`config.mk`:
```
export PLATFORM = sky130hd
export DESIGN_NAME = data_mem_arbiter
export DESIGN_NICKNAME = d
export VERILOG_FILES = /design/src/rtl/data_mem_arbiter.sv
export SDC_FILE = /design/constraint.sdc
export NUM_CORES = 1
export LEC_CHECK = 0
export ABC_AREA = 1
export ABC_CLOCK_PERIOD_IN_PS = 1950
export BUFFER_PORTS_ARGS = -buffer_cell sky130_fd_sc_hd__buf_4
export CAP_MARGIN = 20
export CORE_ASPECT_RATIO = 0.75
export CORE_MARGIN = 2
export CORE_UTILIZATION = 23
export DETAILED_ROUTE_END_ITERATION = 6
export SLEW_MARGIN = 10
export SYNTH_ARGS = -nofsm -noshare
export SYNTH_HDL_FRONTEND = slang
export SYNTH_SLANG_ARGS = --single-unit
```
`constraint.sdc`:
```
create_clock -name clk -period 1.95 [get_ports clk]
set_input_delay 0.0975 -clock clk [delete_from_list [all_inputs] [get_ports clk]]
set_output_delay 0.0975 -clock clk [all_outputs]
set_load 0.1 [all_outputs]
```
`src/rtl/data_mem_arbiter.sv`:
```
// Two-requester arbiter for the shared 16x8 data memory. It supports lock for read-modify-write sequences.
// Grants are round-robin by default. Define DATA_MEM_ARB_FIXED_PRIO_EN to make requester 0 win every conflict.
module data_mem_arbiter #(
  parameter int ADDR_W = 4,
  parameter int DATA_W = 8
) (
  input  logic              clk,
  input  logic              rst_n,
  input  logic              r0_valid,
  input  logic              r0_we,
  input  logic              r0_lock,
  input  logic [ADDR_W-1:0] r0_addr,
  input  logic [DATA_W-1:0] r0_wdata,
  output logic              r0_ready,
  output logic              r0_rvalid,
  output logic [DATA_W-1:0] r0_rdata,
  input  logic              r1_valid,
  input  logic              r1_we,
  input  logic              r1_lock,
  input  logic [ADDR_W-1:0] r1_addr,
  input  logic [DATA_W-1:0] r1_wdata,
  output logic              r1_ready,
  output logic              r1_rvalid,
  output logic [DATA_W-1:0] r1_rdata,
  output logic              mem_write_en,
  output logic [ADDR_W-1:0] mem_addr,
  output logic [DATA_W-1:0] mem_write_data,
  input  logic [DATA_W-1:0] mem_read_data
);

  typedef enum logic [1:0] {OPEN, LOCK0, LOCK1} state_t;

  state_t state_reg, state_next;
  logic   last_grant_reg, last_grant_next;

  logic [1:0]             valid, we, lock;
  logic [1:0][ADDR_W-1:0] addr;
  logic [1:0][DATA_W-1:0] wdata;
  logic [1:0]             grant;   // one-hot; a grant implies the requester is valid

  assign valid = {r1_valid, r0_valid};
  assign we    = {r1_we, r0_we};
  assign lock  = {r1_lock, r0_lock};
  assign addr  = {r1_addr, r0_addr};
  assign wdata = {r1_wdata, r0_wdata};

  always_ff @(posedge clk or negedge rst_n) begin
    if (!rst_n) begin
      state_reg      <= OPEN;
      last_grant_reg <= 1'b1;
    end else begin
      state_reg      <= state_next;
      last_grant_reg <= last_grant_next;
    end
  end

  always_comb begin
    state_next      = state_reg;
    last_grant_next = (|grant) ? grant[1] : last_grant_reg;
    unique case (state_reg)
      OPEN: begin
        if (grant[0] && lock[0])      state_next = LOCK0;
        else if (grant[1] && lock[1]) state_next = LOCK1;
      end
      LOCK0:   if (grant[0] && !lock[0]) state_next = OPEN;
      LOCK1:   if (grant[1] && !lock[1]) state_next = OPEN;
      default: state_next = OPEN;
    endcase
  end

  always_comb begin
    grant = 2'b00;
    unique case (state_reg)
      OPEN: begin
        if (valid == 2'b11) begin
`ifdef DATA_MEM_ARB_FIXED_PRIO_EN
          grant = 2'b01;
`else
          grant = last_grant_reg ? 2'b01 : 2'b10;
`endif
        end else begin
          grant = valid;
        end
      end
      LOCK0:   grant[0] = valid[0];
      LOCK1:   grant[1] = valid[1];
      default: grant = 2'b00;
    endcase
  end

  assign r0_ready     = grant[0];
  assign r1_ready     = grant[1];
  assign mem_write_en = |(grant & we);

  always_comb begin
    mem_addr       = '0;
    mem_write_data = '0;
    if (grant[0]) begin
      mem_addr       = addr[0];
      mem_write_data = wdata[0];
    end else if (grant[1]) begin
      mem_addr       = addr[1];
      mem_write_data = wdata[1];
    end
  end

  // Per-requester read response: the data is captured at the accept edge and rvalid pulses for one cycle.
  for (genvar gi = 0; gi < 2; gi++) begin : g_resp
    logic              rd_xfer;
    logic              rvalid_reg;
    logic [DATA_W-1:0] rdata_reg;

    assign rd_xfer = grant[gi] & ~we[gi];

    always_ff @(posedge clk or negedge rst_n) begin
      if (!rst_n) begin
        rvalid_reg <= 1'b0;
        rdata_reg  <= '0;
      end else begin
        rvalid_reg <= rd_xfer;
        if (rd_xfer) rdata_reg <= mem_read_data;
      end
    end
  end

  assign r0_rvalid = g_resp[0].rvalid_reg;
  assign r0_rdata  = g_resp[0].rdata_reg;
  assign r1_rvalid = g_resp[1].rvalid_reg;
  assign r1_rdata  = g_resp[1].rdata_reg;

endmodule

```
-- Word-level counts from Yosys, hierarchy flattened
Cells that the tools add are included.
- register bits: 21
- bits of input ports: 40
- output and inout bits: 33
- logic and storage cells: 40
- equal/unequal tests: 6
- mux-type cells: 13
- bitwise logic cells: 5
- reductions and logical operators: 10
- operators with widths (kind ; count):
    $mux 8 ; 2
    $mux 2 ; 6
    $mux 4 ; 2
    $pmux 2 s3 ; 1
    $eq 2x2->1 const B ; 2
    $logic_and 1x1->1 ; 4
    $ne 2x2->1 const B ; 2
    $pmux 1 s2 ; 2
    $reduce_or 2->1 ; 2
    $ne 3x3->1 const B ; 1
    $reduce_and 3->1 ; 1
    $and 1x1->1 ; 2
    $and 2x2->2 ; 1
    $eq 2x1->1 const B ; 1
    $logic_not 1->1 ; 2
    $logic_not 2->1 ; 1
    $not 1->1 ; 2

-- Depth between registers and ports, before layout
- depth in word-level cells: 7
- depth in mapped cells: 7
- gate-level depth less buffers: 7

-- Worst setup path before layout
No wires, ideal clock.
- kind: reg2out
- start: reg last_grant_reg
- end: out mem_write_en
- arrival time: 2870 ps
- setup slack: -1017 ps
- stages on the path, launching flop included: 5
- cell sequence: dfstp_2 -> inv_1 -> nand3_2 -> nand2_2 -> o21ai_0
- word-level cells in the longest chain between the ends: 5
- RTL lines (what ; RTL line ; RTL):
    start, declared ; 34 ; logic last_grant_reg, last_grant_next;
    start signal, assigned ; 53 ; last_grant_reg <= last_grant_next;
    $mux 2 * ; 79 ; grant = last_grant_reg ? 2'b01 : 2'b10;
    $mux 2 * ; 75 ; if (valid == 2'b11) begin
    $pmux 1 s2 ; 73 ; unique case (state_reg)
    $and 2x2->2 * ; 93 ; assign mem_write_en = |(grant & we);
    $reduce_or 2->1 * ; 93 ;
    end, declared ; 25 ; output logic mem_write_en,
Every way passes the cells marked *; elsewhere a longest branch is shown, timed or not.

-- Final worst setup path
- start: reg state_reg[1]
- end: out mem_write_en
- word-level cells in the longest chain between the ends: 4
- RTL lines (what ; RTL line ; RTL):
    start, declared ; 33 ; state_t state_reg, state_next;
    start signal, assigned ; 52 ; state_reg <= state_next;
    $eq 2x1->1, or another cell as far along ; 73 ;
    $pmux 1 s2 ; 73 ;
    $and 2x2->2 * ; 93 ;
    $reduce_or 2->1 * ; 93 ;
Marks and branches as above.

==> flow_summary.yaml <==
synthesis:
  syn_area_sq_um: 1059
  syn_nets: 181
  synthDistinctLibCells: 16
  ys_seq_area_share_pct: 49.76
  ys_ff_latch: 21
  syn_avg_cell_area_sq_um: 7.507
  yosysWarnings: 0
  synth_area_leader_cell: "dfrtp_1"
  syn_inst: 141
  synth.area.top_cells: "dfrtp_1 47%, nand2_1 28%, o21ai_0 5.2%"
  netlist.area_leader.share_pct: 47.28
critical_path:
  arrival_ps: 1700
  cp_max_fo: 14
  critPathKind: "register to output port"
  required_ps: 1850
  end_kind: "output port"
  startpoint_type: "register"
die:
  start_util_pct: 23.84
  design.die.area_sq_um: 5167
  coreArea_sq_um: 4441
  row_count: 21
  die_w_um: 82.34
  num_io_pins: 73
  die_h_um: 62.75
routing:
  first_iter_violations: 60
  wl_um: 3012
  ant_nets: 0
  remaining_drc_errors: 0
  vias_per_cell: 4.162
  wl_per_cell_um: 11.11
  vias: 1128
  first_pass_iters: 4
sta:
  min_period_over_period_pct: 92.00
  layout_min_cycle_time_ps: 1794
  tns_ps: 0
  tightest_slew_ps: 287.9
  setup_violations: 0
  relSlewSlack_pct: 80.96
  fin_skew_ps: 1.028
  hold_viol: 0
  rsz0062_at_grt: "no"
  max_freq_mhz: 557.4
  layout_setup_ws_ps: 156.1
  drv_slew: 0
clock_network:
  cts_buffers: 3
  clk_latency_ps: 260
  postCtsSetupRepairBufs: 0
  root_buffer: "clkbuf_8"
  clkTransAtPathRegs_ps: 70
  clk_path_buf_depth: 2
  cts_tree: "yes"
  cts_sinks: 21
  htreeDepth: 1
placement:
  post-dp-hpwl_um: 2384
  gp_congestion: 0.8417
  dpl.cell_count: 266
  pre_cts_ws_ps: 421.4
  port_buffers: 72
global_route:
  use_met1_pct: 13.41
  grt_overflow: 0
  use_met3_pct: 5.636
  grt.total_usage_pct: 11.55
  antenna_found_initial: 0
  gr-usage-met2_pct: 19.35
  grt_max_degree: 22
  grt-busiest-layer: "met2"
  grt_pass1_vias: 1035
  grt_first_pass_wirelength_um: 4616
cells_and_area:
  areaGrowthSynthToFinish_pct: 59.81
  final_cells: 271
  layout_commonest_cell: "nand2_1"
  final_cell_mix: "79 x nand2_1, 72 x buf_4, 20 x dfrtp_1"
  diodes: 0
  nNetsFinal: 255
  final_layout_size_suffix_gt1_share_pct: 41.12
status:
  status: "finished, final reports clean"
job:
  cap_violations: 0
hold_path:
  hold_path.class: "primary input to register"
## critical path, cell delays in order, from the launching register on
cell and delay [ps]:
dfrtp_1 440, inv_2 70, nand3_2 70, nand2_2 150
inv_2 240, nand2_1 90, o21ai_2 70, buf_4 310
## metrics by stage
| stage | hold WS, ps | cell area [sq um] | util, % |
|---|---|---|---|
| after floorplan | -198.1 | 1062 | - |
| after global placement | -3.514 | 1637 | 36.86 |
| after detailed placement | 3.023 | 1637 | 36.86 |
| after CTS | 39.60 | 1692 | 38.10 |
| after global routing | 40.06 | 1692 | 38.10 |
| final | 46.86 | 1692 | 38.10 |
## worst paths after layout
path | cells past startpoint | slack, ps | startpoint | end
max | 7 | 160 | state_reg[1] | mem_write_en
min | 3 | 50 | mem_read_data[4] | r1_rdata[4]
max reg2reg | 7 | 610 | last_grant_reg | r0_rdata[2]
min reg2reg | 2 | 480 | r0_rdata[1] | r0_rdata[1]
max in group asynchronous | 2 | 1420 | rst_n | last_grant_reg
min in group asynchronous | 2 | 260 | rst_n | r0_rdata[7]
## timing repair
item,CTS,global route
resized for setup,0,0
hold buffers,1,0
hold endpoints to repair,21,0
## routing by layer
| layer | wire (um) | part of all wire, % |
|---|---|---|
| met1 | 1213 | 40 |
| met2 | 1329 | 44 |
| met3 | 469 | 16 |
| met4 | 0 | 0 |
| met5 | 0 | 0 |
## synth_stat cells, drive strengths merged
master  number
buf          3
clkbuf       1
dfrtp       20
dfstp        1
inv          9
nand2       82
nand3        5
nor2         8
o21ai       12
## kinds of logic (layout without fill, tap and decap cells)
group / Yosys count / count (layout) / synth area share, %
AO/OA/AOI/OAI: 12 / 12 / 5.673
AND/OR/NAND/NOR: 95 / 95 / 37.59
buffers and inverters: 13 / 86 / 6.974
flip-flops: 21 / 21 / 49.76
## layout make-up
class                   count  area, sq um
multi-input cells         107        461.7
fillers                   475         2749
well taps                  57        71.32
clock buffers               4        45.04
inverters                   9        36.28
repair buffers             73        550.5
flip-flops and latches     21        526.8
Power is not shown: default switching activity piles up to over one toggle a cycle in this logic, so the estimate is an artifact.
